## src/rtl/audio_pkg.sv

```systemverilog
// audio_pkg: shared state encoding, timing defaults and sizing helper for the beep scheduler
package audio_pkg;

    typedef enum logic [1:0] {
        ST_IDLE = 2'd0,
        ST_PLAY = 2'd1,
        ST_GAP  = 2'd2
    } state_t;

    localparam int UNIT_100MS = 10_000_000;
    localparam int GAP_50MS   = 5_000_000;

    function automatic int cnt_width(input int n);
        return (n > 1) ? $clog2(n) : 1;
    endfunction

endpackage

```

## src/rtl/beep_request_scheduler_if.sv

```systemverilog
// beep_request_scheduler_if: request, tone and audio signals between game logic and the beep scheduler
interface beep_request_scheduler_if #(
    parameter int NUM_REQ = 4
);
    import audio_pkg::*;

    localparam int IDW = cnt_width(NUM_REQ);

    logic [NUM_REQ-1:0]   req;
    logic [4*NUM_REQ-1:0] req_len;
    logic                 abort;
    logic [11:0]          tone_a;
    logic [11:0]          tone_b;
    logic [11:0]          audio_out;
    logic                 sound_on;
    logic [IDW-1:0]       active_id;
    logic                 busy;
    logic                 beep_done;

    modport master (
        output req, req_len, abort, tone_a, tone_b,
        input  audio_out, sound_on, active_id, busy, beep_done
    );

    modport slave (
        input  req, req_len, abort, tone_a, tone_b,
        output audio_out, sound_on, active_id, busy, beep_done
    );

endinterface

```

## src/rtl/beep_unit_timer.sv

```systemverilog
// beep_unit_timer: loadable down-counter of units, each unit lasting tick_last+1 cycles
module beep_unit_timer #(
    parameter int TW = 1
) (
    input  logic          clk100M,
    input  logic          rst,
    input  logic          clear,
    input  logic          load,
    input  logic [3:0]    units,
    input  logic [TW-1:0] tick_last,
    input  logic          count_en,
    output logic          last_cycle,
    output logic          running
);

    logic [TW-1:0] tick_q, tick_d, lim_q, lim_d;
    logic [3:0]    unit_q, unit_d;
    logic          wrap;

    assign wrap       = tick_q == lim_q;
    assign last_cycle = (unit_q == 4'd1) && wrap;
    assign running    = unit_q != 4'd0;

    // load takes priority over counting so a phase can start on the last cycle of the previous one
    always_comb begin
        tick_d = (clear || load) ? '0 : count_en ? (wrap ? '0 : tick_q + 1'b1) : tick_q;
        unit_d = clear ? 4'd0 : load ? units : (count_en && wrap) ? unit_q - 4'd1 : unit_q;
        lim_d  = clear ? '0 : load ? tick_last : lim_q;
    end

    // counter registers
    always_ff @(posedge clk100M or posedge rst) begin
        if (rst) begin
            tick_q <= '0;
            lim_q  <= '0;
            unit_q <= 4'd0;
        end else begin
            tick_q <= tick_d;
            lim_q  <= lim_d;
            unit_q <= unit_d;
        end
    end

endmodule

```

## src/rtl/beep_request_scheduler.sv

```systemverilog
// beep_request_scheduler: latches beep requests, plays them one at a time in fixed priority with a silent gap
module beep_request_scheduler
    import audio_pkg::*;
#(
    parameter int                   NUM_REQ        = 4,
    parameter int                   TICKS_PER_UNIT = UNIT_100MS,
    parameter int                   GAP_TICKS      = GAP_50MS,
    parameter logic [NUM_REQ-1:0]   TONE_MAP       = '0
) (
    input  logic                        clk100M,
    input  logic                        rst,
    beep_request_scheduler_if.slave     bus
);

    localparam int IDW = cnt_width(NUM_REQ);
    localparam int TW  = cnt_width((TICKS_PER_UNIT > GAP_TICKS) ? TICKS_PER_UNIT : GAP_TICKS);
    localparam logic [TW-1:0] TICK_LAST = TW'(TICKS_PER_UNIT - 1);
    localparam logic [TW-1:0] GAP_LAST  = TW'(GAP_TICKS - 1);

    if (GAP_TICKS < 1 || TICKS_PER_UNIT < 1) begin : g_param_check
        $error("beep_request_scheduler: GAP_TICKS and TICKS_PER_UNIT must be at least 1");
    end

    state_t                    state_q, state_d;
    logic [NUM_REQ-1:0]        pend_q, pend_d;
    logic [NUM_REQ-1:0][3:0]   len_q, len_d;
    logic [IDW-1:0]            active_q, active_d, g;
    logic                      t_clear, t_load, t_en, t_last_cycle, t_running;
    logic [3:0]                t_units;
    logic [TW-1:0]             t_tick_last;

    beep_unit_timer #(.TW(TW)) u_timer (
        .clk100M    (clk100M),
        .rst        (rst),
        .clear      (t_clear),
        .load       (t_load),
        .units      (t_units),
        .tick_last  (t_tick_last),
        .count_en   (t_en),
        .last_cycle (t_last_cycle),
        .running    (t_running)
    );

    // lowest pending index wins
    always_comb begin
        g = '0;
        for (int i = NUM_REQ - 1; i >= 0; i--)
            if (pend_q[i]) g = IDW'(i);
    end

    // next state, request capture and timer control; abort overrides everything, captures follow the grant clear
    always_comb begin
        state_d     = state_q;
        pend_d      = pend_q;
        len_d       = len_q;
        active_d    = active_q;
        t_clear     = 1'b0;
        t_load      = 1'b0;
        t_en        = 1'b0;
        t_units     = 4'd0;
        t_tick_last = '0;
        if (bus.abort) begin
            state_d = ST_IDLE;
            pend_d  = '0;
            t_clear = 1'b1;
        end else begin
            case (state_q)
                ST_IDLE: if (|pend_q) begin
                    state_d     = ST_PLAY;
                    active_d    = g;
                    pend_d[g]   = 1'b0;
                    t_load      = 1'b1;
                    t_units     = len_q[g];
                    t_tick_last = TICK_LAST;
                end
                ST_PLAY: begin
                    t_en = t_running;
                    if (t_last_cycle) begin
                        state_d     = ST_GAP;
                        t_load      = 1'b1;
                        t_units     = 4'd1;
                        t_tick_last = GAP_LAST;
                    end
                end
                ST_GAP: begin
                    t_en = t_running;
                    if (t_last_cycle) state_d = ST_IDLE;
                end
                default: state_d = ST_IDLE;
            endcase
            for (int i = 0; i < NUM_REQ; i++)
                if (bus.req[i] && bus.req_len[4*i +: 4] != 4'd0) begin
                    pend_d[i] = 1'b1;
                    len_d[i]  = bus.req_len[4*i +: 4];
                end
        end
    end

    // scheduler state registers
    always_ff @(posedge clk100M or posedge rst) begin
        if (rst) begin
            state_q  <= ST_IDLE;
            pend_q   <= '0;
            len_q    <= '0;
            active_q <= '0;
        end else begin
            state_q  <= state_d;
            pend_q   <= pend_d;
            len_q    <= len_d;
            active_q <= active_d;
        end
    end

    assign bus.sound_on  = state_q == ST_PLAY;
    assign bus.busy      = state_q != ST_IDLE;
    assign bus.beep_done = (state_q == ST_PLAY) && t_last_cycle;
    assign bus.active_id = active_q;
    assign bus.audio_out = (state_q == ST_PLAY) ? (TONE_MAP[active_q] ? bus.tone_b : bus.tone_a) : 12'd0;

endmodule

```

## src/flat_wrapper.sv

```systemverilog
// flat-port wrapper written by rule: the top's interface ports become plain ports
module beep_request_scheduler_flat import audio_pkg::*;
#(
    parameter int                   NUM_REQ        = 4,
    parameter int                   TICKS_PER_UNIT = UNIT_100MS,
    parameter int                   GAP_TICKS      = GAP_50MS,
    parameter logic [NUM_REQ-1:0]   TONE_MAP       = '0
)
  (clk100M, rst, bus_req, bus_req_len, bus_abort, bus_tone_a, bus_tone_b, bus_audio_out, bus_sound_on, bus_active_id, bus_busy, bus_beep_done);
  beep_request_scheduler_if #(.NUM_REQ(NUM_REQ)) bus_i ();
  input  logic clk100M;
  input  logic rst;
  input wire logic [$bits(bus_i.req)-1:0] bus_req;
  input wire logic [$bits(bus_i.req_len)-1:0] bus_req_len;
  input wire logic [$bits(bus_i.abort)-1:0] bus_abort;
  input wire logic [$bits(bus_i.tone_a)-1:0] bus_tone_a;
  input wire logic [$bits(bus_i.tone_b)-1:0] bus_tone_b;
  output wire logic [$bits(bus_i.audio_out)-1:0] bus_audio_out;
  output wire logic [$bits(bus_i.sound_on)-1:0] bus_sound_on;
  output wire logic [$bits(bus_i.active_id)-1:0] bus_active_id;
  output wire logic [$bits(bus_i.busy)-1:0] bus_busy;
  output wire logic [$bits(bus_i.beep_done)-1:0] bus_beep_done;
  assign bus_i.req = bus_req;
  assign bus_i.req_len = bus_req_len;
  assign bus_i.abort = bus_abort;
  assign bus_i.tone_a = bus_tone_a;
  assign bus_i.tone_b = bus_tone_b;
  assign bus_audio_out = bus_i.audio_out;
  assign bus_sound_on = bus_i.sound_on;
  assign bus_active_id = bus_i.active_id;
  assign bus_busy = bus_i.busy;
  assign bus_beep_done = bus_i.beep_done;
  beep_request_scheduler #(.NUM_REQ(NUM_REQ), .TICKS_PER_UNIT(TICKS_PER_UNIT), .GAP_TICKS(GAP_TICKS), .TONE_MAP(TONE_MAP)) u_core (.clk100M(clk100M), .rst(rst), .bus(bus_i));
endmodule
```

## config.mk

```make
export PLATFORM = sky130hd
export DESIGN_NAME = beep_request_scheduler_flat
export DESIGN_NICKNAME = d
export VERILOG_FILES = /design/src/rtl/audio_pkg.sv /design/src/rtl/beep_request_scheduler_if.sv /design/src/rtl/beep_unit_timer.sv /design/src/rtl/beep_request_scheduler.sv /design/src/flat_wrapper.sv
export SDC_FILE = /design/constraint.sdc
export NUM_CORES = 1
export LEC_CHECK = 0
export BUFFER_PORTS_ARGS = -buffer_cell sky130_fd_sc_hd__buf_4
export CORE_UTILIZATION = 59
export CTS_CLUSTER_SIZE = 40
export DETAILED_ROUTE_END_ITERATION = 10
export PLACE_DENSITY = 0.88
export SLEW_MARGIN = 15
export SYNTH_ARGS = -nofsm -noshare
export SYNTH_HDL_FRONTEND = slang
export SYNTH_SLANG_ARGS = --single-unit
```

## constraint.sdc

```tcl
create_clock -name clk100M -period 3.8 [get_ports clk100M]
set_input_delay 0.38 -clock clk100M [delete_from_list [all_inputs] [get_ports clk100M]]
set_output_delay 0.38 -clock clk100M [all_outputs]
set_load 0.02 [all_outputs]
```

Word-level counts from Yosys, hierarchy flattened
Index checks and enable logic that the tools add are counted.

word-level totals
  output and inout bits = 17
  register bits = 76
  logic and storage cells = 114
  bits of input ports = 47

operators by class
  $lt $le $gt $ge = 3
  muxes and demuxes = 47
  add/sub/neg operators = 2
  equality and inequality tests = 7
  bitwise logic cells = 3
  reduce and logical (&&, ||, !) cells = 39

operators with widths
  cell                     count
  $mux W24                 7
  $pmux W24 S2             1
  $mux W4                  9
  $reduce_bool A3 Y1       9
  $add A24 B1 Y24 const B  1
  $eq A24 B24 Y1           1
  $mux W12                 2
  $mux W23                 1
  $reduce_bool A4 Y1       5
  $mux W2                  8
  $reduce_and A2 Y1        8
  $mux W1                  13
  $ne A3 B2 Y1 const B     3
  $bmux W4 S2              1
  $logic_and A1 B1 Y1      8
  $pmux W4 S2              1
  $lt A2 B3 Y1 const B     2
  $pmux W2 S3              1
  $reduce_and A3 Y1        2
  $reduce_bool A2 Y1       3
  $and A4 B4 Y4            1
  $eq A4 B1 Y1 const B     1
  $not A4 Y4               1
  $reduce_or A4 Y1         1
  other kinds (11)         11

Depth between registers and ports, before layout
Gate-level depths: netlist of run 1.

  depth after elaboration = 14
  mapped depth = 9
  gate-level depth less buffers = 8

Modules after synthesis
A second synthesis of run 1 with hierarchy kept.

unflattened totals
  cells, all modules = 421
  area total of the unflattened synthesis = 4230.3 um2

modules (own cells, without submodules)
  module                  area an instance (um2)  seq. area each (um2)  times used  cells an instance
  beep_unit_timer         2825.2                  1301.2                1           283
  beep_request_scheduler  1405.1                  600.6                 1           138

Worst setup path after synthesis of run 1
OpenSTA, ideal clock, no wires.

  kind = flip-flop to flip-flop
  start point = register u_core.u_timer.tick_q[8]
  end point = register u_core.u_timer.tick_q[6]
  stages on the path, launching flop included = 9
  setup slack = 1.564 ns
  period minus slack after synthesis = 2.236 ns
  arrival = 2.113 ns
  library setup time = 0.124 ns
  buffers on the path = 2
  data required time = 3.676 ns
  cell sequence = dfrtp_1 or4_1 o31ai_1 and4_1 buf_6 a31oi_4 and2_4 buf_6 a211o_1

on the way
  cells in the longest elaborated chain, start to end = 7
  elaborated cells on any way between the ends = 10
  classes of those cells = eq/ne (1); mux (6); reduce/logical (3)

RTL lines
  element                                         line                          source
  start: declaration                              beep_unit_timer.sv:16         logic [TW-1:0] tick_q, tick_d, lim_q, lim_d;
  start signal: assignment                        beep_unit_timer.sv:38         tick_q <= tick_d;
  $eq A24 B24 Y1 (*)                              beep_unit_timer.sv:20         assign wrap = tick_q == lim_q;
  $logic_and A1 B1 Y1                             beep_unit_timer.sv:21         assign last_cycle = (unit_q == 4'd1) && wrap;
  $mux W1                                         beep_request_scheduler.sv:78  if (t_last_cycle) begin
  $pmux W1 S2                                     beep_request_scheduler.sv:67  case (state_q)
  $mux W1                                         beep_request_scheduler.sv:62  if (bus.abort) begin
  $logic_or A1 B1 Y1                              beep_unit_timer.sv:26         tick_d = (clear || load) ? '0 : count_en ? (wrap ? '0 : tick_q + 1'b1) : tick_q;
  $mux W24 or $reduce_bool A2 Y1 (tied branches)  --

Every way passes the cells marked *; elsewhere a longest branch is shown, timed or not. The select of a mux whose other input is x is not followed.
A chain may end at the register's enable or synchronous reset.

Final worst setup path of run 1
  start point = register u_core.u_timer.tick_q[8]
  end point = output bus_beep_done

on the way
  cells in the longest elaborated chain, start to end = 3

RTL lines
  element              line                           source
  $eq A24 B24 Y1       beep_unit_timer.sv:20
  $logic_and A1 B1 Y1  beep_unit_timer.sv:21
  $logic_and A1 B1 Y1  beep_request_scheduler.sv:116  assign bus.beep_done = (state_q == ST_PLAY) && t_last_cycle;
  end: declaration     flat_wrapper.sv:22             output wire logic [$bits(bus_i.beep_done)-1:0] bus_beep_done;

No other way between the ends.

==> results of run 1 <==
-- synthesized netlist by cell type, types with 3 or more instances --
cell / count
nor3_1: 9
and2_1: 12
a22o_1: 6
nand2_1: 30
a31oi_1: 5
a211o_1: 6
mux4_2: 3
ha_1: 8
dfrtp_1: 55
and3_1: 11
o211ai_1: 4
nand3b_1: 3
inv_1: 15
mux2i_1: 6
or3_1: 6
nand2b_1: 6
nor4_1: 4
a21oi_1: 13
o21ai_0: 6
mux2_2: 14
nand4_1: 5
a221o_1: 4
a22oi_1: 3
or4_1: 7
nor2_1: 14
nand3_1: 25
a21o_1: 6
clkbuf_1: 11
-- power breakdown --
part           internal [mW]  leakage [nW]  switching [mW]
Combinational          0.237         0.986           0.328
Clock                  0.137        0.0467           0.209
Sequential             0.654         0.719          0.0621
Total                   1.03          1.75           0.599
-- cells in the final DEF (no fill, tap or decap), types with 8 or more instances in the layout --
cell	netlist	layout
and2_1	12	12
dfrtp_1	55	55
ha_1	8	8
a21oi_1	13	13
and3_1	11	11
nand3_1	25	25
nor2_1	14	14
nor3_1	9	9
mux2_2	14	14
nand2_1	30	30
inv_1	15	14
buf_4	0	53
-- state kept, by name, summed over array words and instances, names as in the netlist --
signal	cells
u_core.u_timer.tick_q	24
u_core.len_q	16
u_core.pend_q	4
u_core.u_timer.unit_q	4
u_core.u_timer.lim_q	3
u_core.bus.active_id	2
u_core.state_q	2
-- through the flow --
step | total power, mW | std cells | hold slack (ns) | worst slack (ns) | util [%]
5_1_grt | 1.72 | 446 | 0.249 | 0.830 | 71.8
3_5_place_dp | 1.29 | 438 | 0.492 | 1.13 | 69.9
3_3_place_gp | 1.26 | 438 | 0.489 | 1.18 | 69.9
2_1_floorplan | 1.12 | 330 | 0.440 | 1.56 | -
4_1_cts | 1.64 | 446 | 0.250 | 0.982 | 71.8
6_report | 1.63 | 446 | 0.209 | 0.977 | 71.8
-- routing by layer --
metal | vias up | share of wire [%] | global-route usage [%]
li1 | 1312 | - | -
met1 | 1351 | 43 | 32.0
met2 | 73 | 52 | 47.2
met3 | 15 | 3.5 | 4.76
met4 | 0 | 2.2 | 10.7
met5 | - | 0 | 0
-- final cells by class --
type	instances	area share, %
multi-input cells	245	45.7
well taps	70	2.36
clock buffers	5	1.85
flip-flops and latches	55	37.1
inverters	15	1.52
clock inverters	3	0.741
repair buffers	53	10.7
-- worst paths after layout --
check,from,to,slack [ns],cells after the start
max,u_core.u_timer.tick_q[8],bus_beep_done,0.98,6
max reg2reg,u_core.u_timer.tick_q[8],u_core.u_timer.unit_q[0],1.07,6
min reg2reg,u_core.len_q[7],u_core.len_q[7],0.52,1
min in group clk100M,bus_req_len[9],u_core.len_q[9],0.26,3
max in group asynchronous,rst,u_core.u_timer.tick_q[17],3.11,3
min,rst,u_core.len_q[2],0.21,3
-- kinds of logic (layout without fill, tap and decap cells) --
kind of cell | Yosys count | after routing | share of synthesized area [%]
flops | 55 | 55 | 43.0
xor+xnor | 2 | 2 | 0.547
fa+ha+maj | 8 | 8 | 3.13
mux | 23 | 23 | 8.91
simple gates | 141 | 141 | 23.8
buf+inv | 30 | 76 | 4.02
compound gates | 71 | 71 | 16.6
-- critical path: stages (launching register included) --
cell     delay (ns)
dfrtp_1        0.46
or4_1          0.54
o31ai_1        0.20
and4_1         0.42
nand3_1        0.23
inv_1          0.12
buf_4          0.15
==> impl_metrics.csv, run 1 <==
group,metric,value,unit
placed_design,gp_congestion,0.845,
logic_synthesis,synth_top_cell_by_area,"dfrtp_1",
route,wl_per_cell,15.8,um
clock_tree,cts_hold_buf,0,
clock_tree,cts_sinks,55,
sta,finalSetupTns,0,ns
sta,worstMarginPinSlew,0.968,ns
route,drt_wl_total,7.06,mm
logic_synthesis,synth_top_area_share,43.0,%
logic_synthesis,ys_warn_count,0,
clock_tree,post_cts_buffers,0,
clock_tree,cts_tree,"yes",
floorplanning,rows,26,
min_path,hp-class,"in -> async",
clock_tree,root_buffer,"clkbuf_8",
cells_and_area,areaGrowthSynthToFinish,15.9,%
sta,rsz0062_at_grt,"false",
sta,post-route-period-util,74.3,%
global_routing,gr-total-overflow,0,
cells_and_area,fillers,375,
logic_synthesis,syn_nets,385,
logic_synthesis,synth-edff-count,0,
clock_tree,cts_resized,0,
clock_tree,insertion_delay,0.33,ns
sta,relSlewSlack,35.2,%
logic_synthesis,ys_types,55,
global_routing,grt_usage,26.6,%
route,vias,2751,
global_routing,grt_pass1_wl,11.2,mm
cells_and_area,layout-drive-gt1-share,22.9,%
route,drcViolationCount,0,
clock_tree,cts.htree.levels,2,
placed_design,numPortBuffers,51,
cells_and_area,finalNetCount,430,
setup_path,cp_max_fo,7,
logic_synthesis,yosysSeqAreaShare,43.0,%
global_routing,antenna_found_initial,0,
cells_and_area,final_cell_area,0.00371,mm^2
route,first_iter_violations,205,
power_and_ir_drop,pwr_density_cell,438,mW/mm^2
placed_design,dpl.hpwl,5.22,mm
floorplanning,die_y,75.7,um
setup_path,crit_path_end_kind,"primary output",
setup_path,crit_type,"reg -> out",
route,ant_nets,0,
placed_design,placed_cell_area,0.00362,mm^2
status,status,"finished clean",
power_and_ir_drop,p_leak,1.75,nW
floorplanning,io_pins,64,
global_routing,grt_max_degree,56,
global_routing,grt_pass1_vias,2474,
sta,skew,0.0171,ns
setup_path,cp.required,3.42,ns
cells_and_area,seq_area,0.00138,mm^2
sta,slew_violations,0,
sta,fmax,354,MHz
route,via_per_inst,6.17,
run,max_cap_violations,0,
sta,finalSetupViolations,0,
clock_tree,clk_pin_slew_worst_paths,0.11,ns
logic_synthesis,synthArstFlopShare,100,%
floorplanning,die_area,0.00573,mm^2
clock_tree,cts_buffers,5,
floorplanning,core,0.00517,mm^2
cells_and_area,diodes,0,
route,dr.pass1.iters,4,
clock_tree,cts_buffer_depth,2,
logic_synthesis,syn_inst,330,
logic_synthesis,yosys_most_used_dff,"dfrtp_1",
floorplanning,initial_utilization,61.9,%
logic_synthesis,yosys-top-cells-area,"dfrtp_1 (43%), mux2_2 (4.9%), nand3_1 (3.9%)",
logic_synthesis,syn_area_per_cell,9.71,um^2
setup_path,worst_setup_path_start_kind,"flop",
logic_synthesis,ys_seq_elements,55,
power_and_ir_drop,ir_drop,0.000309,V
floorplanning,die_x,75.7,um
logic_synthesis,synthesis.area,0.00320,mm^2
sta,fin_crit,2.82,ns
cells_and_area,multi_input_area,0.00170,mm^2
setup_path,cp.arrival,2.44,ns
sta,hold_violations,0,
Power figures use the tool's default switching activity.
==> run 2, diff against run 1 <==
Settings changed: ABC_AREA set to 1, CORE_UTILIZATION 59 to 51, PLACE_DENSITY 0.88 to 0.8.
Clock period 3.8 ns to 2.27 ns, I/O delays scaled along.
==> run 2 against run 1 <==
  * Die area increased by 29%
  * Power increased by 110%
  * Utilization decreased by 9.9 points
  * Area after synthesis increased by 12%
  * Setup slack got worse by 0.80 ns
  * Register-to-register slack got worse by 0.79 ns
  * Global-route usage decreased by 1.7 points
  * Cell count increased by 52%
  * Sequential share of layout area decreased by 4.3 points
  * Critical endpoint unchanged
  * Largest cell class unchanged
==> impl_metrics.csv, run 2 <==
group,metric,value,unit
route,vias,3426,
power_and_ir_drop,seq_power_share,36.3,%
power_and_ir_drop,comb_power_share,46.2,%
sta,finalSetupTns,0,ns
cells_and_area,final_cell_mix,"nand2_1 (167), inv_1 (75), buf_4 (61), nor2_1 (58), dfrtp_1 (54)",
clock_tree,post_cts_buffers,0,
route,first_iter_violations,203,
power_and_ir_drop,pwr_density_cell,795,mW/mm^2
sta,relSlewSlack,62.0,%
setup_path,crit_type,"reg -> out",
floorplanning,die_x,85.9,um
route,via_per_inst,5.07,
logic_synthesis,yosys-top-cells-area,"dfrtp_1 (38%), nand2_1 (17%), inv_1 (7.9%)",
power_and_ir_drop,ir_drop,0.000577,V
route,drt_wl_total,8.47,mm
route,ant_nets,0,
sta,hold_violations,0,
run,max_cap_violations,0,
logic_synthesis,synth_commonest_cells,"nand2_1 (167), inv_1 (76), nor2_1 (59)",
sta,rsz0062_at_grt,"false",
floorplanning,initial_utilization,52.9,%
clock_tree,clk_pin_slew_worst_paths,0.11,ns
floorplanning,core,0.00679,mm^2
logic_synthesis,ys_seq_elements,55,
global_routing,grt_max_degree,30,
global_routing,antenna_found_initial,0,
setup_path,crit_path_end_kind,"primary output",
power_and_ir_drop,p_sw,1.48,mW
cells_and_area,layout_commonest_cell,"nand2_1",
cells_and_area,seq_area,0.00138,mm^2
setup_path,cp_slowest_stage_delay,0.48,ns
logic_synthesis,synthArstFlopShare,100,%
sta,slew_violations,0,
clock_tree,insertion_delay,0.31,ns
placed_design,gp_congestion,0.929,
cells_and_area,final_cell_area,0.00421,mm^2
setup_path,cp_max_fo,9,
setup_path,worst_setup_path_start_kind,"flop",
logic_synthesis,ys_types,34,
setup_path,cp.arrival,1.87,ns
floorplanning,die_y,85.9,um
sta,finalSetupViolations,0,
sta,worstMarginPinSlew,0.569,ns
clock_tree,cts_buffer_depth,2,
cells_and_area,reg_top3,"u_core.u_timer.tick_q x24, u_core.len_q x16",
logic_synthesis,yosysMostFrequentCell,"nand2_1",
setup_path,cp.required,2.04,ns
placed_design,dpl.hpwl,6.49,mm
cells_and_area,finalNetCount,634,
cells_and_area,largest_reg_flops,24,
clock_tree,cts_sinks,55,
setup_path,reg2reg_to,"u_core.u_timer.tick_q[18]",
clock_tree,cts.htree.levels,2,
status,status,"finished clean",
global_routing,grt_pass1_wl,14.9,mm
min_path,hp-class,"in -> reg",
logic_synthesis,ys_warn_count,0,
sta,skew,0.00970,ns
cells_and_area,fillers,622,
sta,post-route-period-util,92.4,%
global_routing,gr-total-overflow,0,
cells_and_area,layout-drive-gt1-share,14.7,%
logic_synthesis,synth-edff-count,0,
clock_tree,root_buffer,"clkbuf_8",
clock_tree,cts_buffers,5,
cells_and_area,multi_input_area,0.00183,mm^2
logic_synthesis,synth_top_area_share,38.3,%
logic_synthesis,syn_inst,524,
setup_path,r2r-start,"u_core.u_timer.tick_q[11]",
logic_synthesis,synth_top_cell_by_area,"dfrtp_1",
sta,fmax,477,MHz
setup_path,worst_path_max_delay_cell,"dfrtp_1",
clock_tree,cts_tree,"yes",
placed_design,dp_slack,0.259,ns
min_path,hold_path_depth,3,
placed_design,placed_cell_area,0.00409,mm^2
logic_synthesis,yosys_most_used_dff,"dfrtp_1",
setup_path,crit_chain,"o21ai_0 > nand2_1 > nor2_1 > nand2_1 > nor2_4 > nand4_4 > inv_1 > buf_4",
power_and_ir_drop,internal_power,1.86,mW
floorplanning,rows,30,
min_path,hp-start,"bus_req_len[3]",
cells_and_area,regMostFlops,"u_core.u_timer.tick_q",
route,drcViolationCount,0,
placed_design,numPortBuffers,51,
logic_synthesis,syn_area_per_cell,6.85,um^2
global_routing,grt_usage,24.9,%
min_path,whs_endpoint,"u_core.len_q[3]",
logic_synthesis,synthesis.area,0.00359,mm^2
route,wl_per_cell,12.5,um
power_and_ir_drop,power_frac_clock,17.4,%
power_and_ir_drop,p_leak,2.30,nW
setup_path,crit_path_frequent_cell,"nand2_1",
logic_synthesis,syn_nets,579,
logic_synthesis,yosysSeqAreaShare,38.3,%
floorplanning,die_area,0.00738,mm^2
sta,fin_crit,2.10,ns
floorplanning,io_pins,64,
cells_and_area,areaGrowthSynthToFinish,17.1,%
setup_path,r2r_cells,11,
global_routing,grt_pass1_vias,3454,
power_and_ir_drop,switching_share,44.2,%
setup_path,reg2reg_slack,0.28,ns
cells_and_area,diodes,0,
sta,fin_ws,0.173,ns
route,dr.pass1.iters,4,
run 2: cell types whose count changed after synthesis, sizes merged, moves of 16 or more:
cell,delta
o21ai,+30
nand2,+138
xor2,+16
nand3,+19
inv,+64
nor2,+49
run 2: layer usage:
layer,part of all wire [%],global-route usage (%),up-vias
li1,-,-,1749
met5,0,0,-
met3,3.5,3.46,12
met1,45,31.5,1593
met4,1.5,9.39,0
met2,50,43.1,72
run 2: worst max path at each step:
stage          slack, ns  cells past startpoint                 startpoint                        end
3_5_place_dp        0.26                     12   u_core.u_timer.tick_q[0]  u_core.u_timer.tick_q[20]
2_1_floorplan       0.58                      9   u_core.u_timer.unit_q[1]  u_core.u_timer.tick_q[11]
4_1_cts             0.15                      6   u_core.u_timer.unit_q[1]              bus_beep_done
3_3_place_gp        0.32                     12   u_core.u_timer.tick_q[0]  u_core.u_timer.tick_q[20]
6_report            0.17                      8  u_core.u_timer.tick_q[11]              bus_beep_done
5_1_grt             0.01                      8   u_core.u_timer.lim_q[20]              bus_beep_done
run 2: area by class of cell:
| type | instances | area share (%) |
|---|---|---|
| clock inverters | 3 | 0.625 |
| clock buffers | 5 | 1.64 |
| repair buffers | 63 | 11.6 |
| multi-input cells | 375 | 43.4 |
| inverters | 79 | 7.11 |
| well taps | 96 | 2.86 |
| flip-flops and latches | 55 | 32.8 |
run 2: kinds of logic after synthesis:
family                   after synthesis  share of synthesized area, %
buffers and inverters                 94                          11.0
AO/OA/AOI/OAI                         49                          7.60
XOR/XNOR                              19                          4.63
AND/OR/NAND/NOR                      299                          35.6
flip-flops                            55                          38.3
adder cells (fa/ha/maj)                8                          2.79
run 2: stage by stage:
step	hold WS, ns	cells	power, mW	util (%)
after floorplan	0.325	524	2.32	-
after global placement	0.327	667	2.71	60.2
after detailed placement	0.326	667	2.76	60.2
after CTS	0.123	676	3.33	61.8
after global routing	0.121	676	3.59	61.9
final	0.122	676	3.34	61.9
run 2: critical path, delay by kind of cell (launching register included):
family	cells	cell delay, ns
AND/OR/NAND/NOR	5	0.60
buffers and inverters	2	0.25
flip-flops	1	0.48
AO/OA/AOI/OAI	1	0.23
run 2: what timing repair did:
action                     4_1_cts  5_1_grt
hold endpoints to repair        26        0
gates resized for setup          0        3
setup endpoints to repair        0        2
hold buffers                     1        0
run 2: power by group through the flow:
stage,registers (mW),logic [mW],clock network (mW)
after floorplan,1.22,1.10,0
after global placement,1.22,1.49,0
after detailed placement,1.23,1.53,0
after CTS,1.21,1.54,0.587
after global routing,1.23,1.72,0.630
final,1.21,1.55,0.582
==> run 3, diff against run 2 <==
Settings changed: CORE_UTILIZATION 51 to 53, PLACE_DENSITY 0.8 to 0.81, SYNTH_HIERARCHICAL set to 1.
==> run 3 against run 2 <==
  * The flow now finishes with violations (negative setup slack)
  * Area after synthesis grew 27%
  * Sequential cell count grew 21
  * Sequential share of layout area shrank 1.1 points
  * Power grew 44%
  * Count of clock-buffer cells in the layout grew 6
  * Non-clock buffer count grew 69
  * Via count grew 42%
  * First-iteration DRC count grew to 2.8 times the previous value
  * Combinational power grew 28%
  * Critical path depth grew 12
  * Synthesized cell count grew 23%
==> impl_metrics.csv, run 3 <==
group,metric,value,unit
status,status,"complete, but fails checks",
status,violations,"negative setup slack",
min_path,whs_endpoint,"u_core/len_q[0]",
sta,relSlewSlack,41.5,%
sta,fin_ws,-0.183,ns
cells_and_area,final_cell_mix,"nand2_1 (199), buf_4 (125), inv_1 (85), dfrtp_1 (76), nand3_1 (54)",
logic_synthesis,yosys_most_used_dff,"dfrtp_1",
placed_design,dpl.hpwl,8.46,mm
power_and_ir_drop,p_leak,3.12,nW
route,vias,4871,
cells_and_area,layout-drive-gt1-share,26.2,%
global_routing,grt_pass1_wl,20.9,mm
cells_and_area,final_util,72.7,%
logic_synthesis,synthXorXnorAreaFrac,2.88,%
placed_design,numPortBuffers,51,
logic_synthesis,synth-edff-count,0,
clock_tree,cts.htree.levels,3,
logic_synthesis,muxShareOfSynthArea,0.742,%
route,dr.pass1.iters,7,
sta,finalSetupViolations,18,
route,first_iter_violations,563,
logic_synthesis,yosys-top-cells-area,"dfrtp_1 (42%), nand2_1 (17%), inv_1 (7.3%)",
floorplanning,io_pins,64,
logic_synthesis,ys_seq_elements,76,
floorplanning,core,0.00826,mm^2
clock_tree,cts_tree,"yes",
logic_synthesis,syn_area_per_cell,7.05,um^2
min_path,hp-class,"in -> reg",
clock_tree,clk_pin_slew_worst_paths,0.09,ns
floorplanning,die_x,94.7,um
floorplanning,initial_utilization,55.2,%
route,drcViolationCount,0,
logic_synthesis,synthesis.area,0.00455,mm^2
min_path,hold_path_depth,3,
setup_path,r2r-start,"u_core/u_timer/tick_q[12]",
placed_design,dp_slack,-0.143,ns
logic_synthesis,synth_top_area_share,41.8,%
setup_path,worst_setup_path_start_kind,"flop",
route,wl_per_cell,15.1,um
global_routing,antenna_found_initial,0,
logic_synthesis,synth_commonest_cells,"nand2_1 (205), inv_1 (88), dfrtp_1 (76)",
logic_synthesis,syn_inst,646,
cells_and_area,layout.cells.non_filler,887,
route,via_per_inst,5.49,
setup_path,cp.arrival,2.73,ns
setup_path,crit_type,"reg -> reg",
placed_design,dp_cells,849,
logic_synthesis,synthArstFlopShare,100,%
sta,fin_crit,2.45,ns
logic_synthesis,ys_types,38,
floorplanning,die_area,0.00897,mm^2
clock_tree,cts_sinks,76,
power_and_ir_drop,ir_drop,0.000466,V
sta,rsz0062_at_grt,"true",
global_routing,grt_usage,30.0,%
global_routing,grt_max_degree,37,
logic_synthesis,ys_warn_count,6,
global_routing,gr-total-overflow,0,
placed_design,gp_congestion,0.911,
floorplanning,die_y,94.7,um
sta,finalSetupTns,-1.29,ns
clock_tree,insertion_delay,0.35,ns
setup_path,cp.required,2.55,ns
floorplanning,rows,33,
sta,fmax,408,MHz
cells_and_area,finalNetCount,831,
sta,slew_violations,0,
global_routing,grt_pass1_vias,4445,
cells_and_area,reg_top3,"u_core/u_timer/lim_q x24, u_core/u_timer/tick_q x24, u_core/len_q x16",
logic_synthesis,synth-compound-area-share,9.51,%
setup_path,cp_max_fo,4,
logic_synthesis,synth_top_cell_by_area,"dfrtp_1",
power_and_ir_drop,pwr_density_cell,804,mW/mm^2
sta,post-route-period-util,108,%
setup_path,crit_path_end_kind,"flop",
logic_synthesis,yosysSeqAreaShare,41.8,%
setup_path,r2r_cells,20,
cells_and_area,fillers,618,
clock_tree,cts_buffer_depth,2,
route,ant_nets,0,
cells_and_area,diodes,0,
logic_synthesis,synth_top_family_by_area,"simple AND/OR/NAND/NOR gates",
min_path,hp-start,"bus_req_len[0]",
clock_tree,cts_buffers,9,
setup_path,reg2reg_to,"u_core/u_timer/tick_q[16]",
logic_synthesis,synthAdderAreaFrac,1.92,%
route,drt_wl_total,13.4,mm
sta,skew,0.0175,ns
setup_path,reg2reg_slack,-0.18,ns
logic_synthesis,yosysMostFrequentCell,"nand2_1",
clock_tree,root_buffer,"clkbuf_8",
run,max_cap_violations,0,
sta,hold_violations,0,
sta,worstMarginPinSlew,0.876,ns
cells_and_area,layout_commonest_cell,"nand2_1",
logic_synthesis,yosys.area_share.simple,32.8,%
cells_and_area,areaGrowthSynthToFinish,31.8,%
run 3: changes by cell type after synthesis, moves of 10 or more:
cell	before	now
dfrtp_1	55	76
o21ai_0	35	45
inv_1	76	88
nand2_1	167	205
nand3_1	43	56
a21oi_1	1	27
run 3: layout make-up:
type / count / area [um^2] / area share [%]
timing repair buffer: 132 / 1020 / 17.1
tap: 105 / 131 / 2.19
clock buffer: 11 / 151 / 2.52
sequential: 76 / 1900 / 31.7
inverter: 98 / 373 / 6.21
clock inverter: 5 / 83.8 / 1.40
multi-input combinational: 460 / 2340 / 38.9
run 3: worst max path at each step:
stage | cells after the start | endpoint | slack [ns] | startpoint
final | 20 | u_core/u_timer/tick_q[16] | -0.18 | u_core/u_timer/tick_q[12]
after floorplan | 18 | u_core/u_timer/tick_q[15] | -0.13 | u_core/u_timer/tick_q[13]
after CTS | 19 | u_core/u_timer/tick_q[4] | -0.05 | u_core/u_timer/tick_q[14]
after global placement | 21 | u_core/u_timer/tick_q[20] | -0.004 | u_core/u_timer/tick_q[16]
after global routing | 20 | u_core/u_timer/tick_q[16] | -0.29 | u_core/u_timer/tick_q[14]
after detailed placement | 20 | u_core/u_timer/tick_q[16] | -0.14 | u_core/u_timer/tick_q[8]
run 3: what timing repair did:
item                                   4_1_cts  5_1_grt
endpoints found under the hold margin       26        0
setup endpoints to repair                   19       41
pin swaps                                    6       12
buffers inserted                            16        6
hold buffers                                 1        0
resized for setup                           12       26
run 3: worst max-delay path: stages (launching register included):
cell	delay (ns)
dfrtp_1	0.42
inv_2	0.07
nand2_1	0.06
nand2_1	0.07
nor2_2	0.12
nand2_1	0.07
nor2_2	0.15
nand3_2	0.12
nor2_4	0.12
nand2_2	0.08
a21oi_4	0.16
nor2_4	0.06
inv_4	0.08
nor2_8	0.04
inv_4	0.08
nand2_4	0.10
nor3_4	0.20
nand2_1	0.11
nand2_1	0.10
nand2_1	0.06
a21oi_1	0.10
run 3: power by group:
part	switching [mW]	internal [mW]	total (mW)
combinational	1.27	0.710	1.98
clock	0.523	0.681	1.20
sequential	0.119	1.52	1.64
run 3: per-layer routing:
layer,GRT usage (%),vias to the layer above,routed length [um]
li1,-,2287,-
met1,38.1,2249,5380
met2,50.4,254,6510
met3,4.03,81,949
met4,14.4,0,595
met5,0,-,0
run 3: cell families after synthesis:
| group | Yosys count |
|---|---|
| simple gates | 348 |
| mux | 3 |
| other cells | 1 |
| flops | 76 |
| compound gates | 82 |
| xor+xnor | 15 |
| fa+ha+maj | 7 |
| buf+inv | 114 |
run 3: per-stage QoR:
stage	hold WS, ns	area, um^2	power (mW)
2_1_floorplan	0.242	4600	2.86
3_3_place_gp	0.345	5470	3.42
3_5_place_dp	0.346	5470	3.49
4_1_cts	0.0854	5870	4.75
5_1_grt	0.101	6000	5.11
6_report	0.0915	6000	4.83
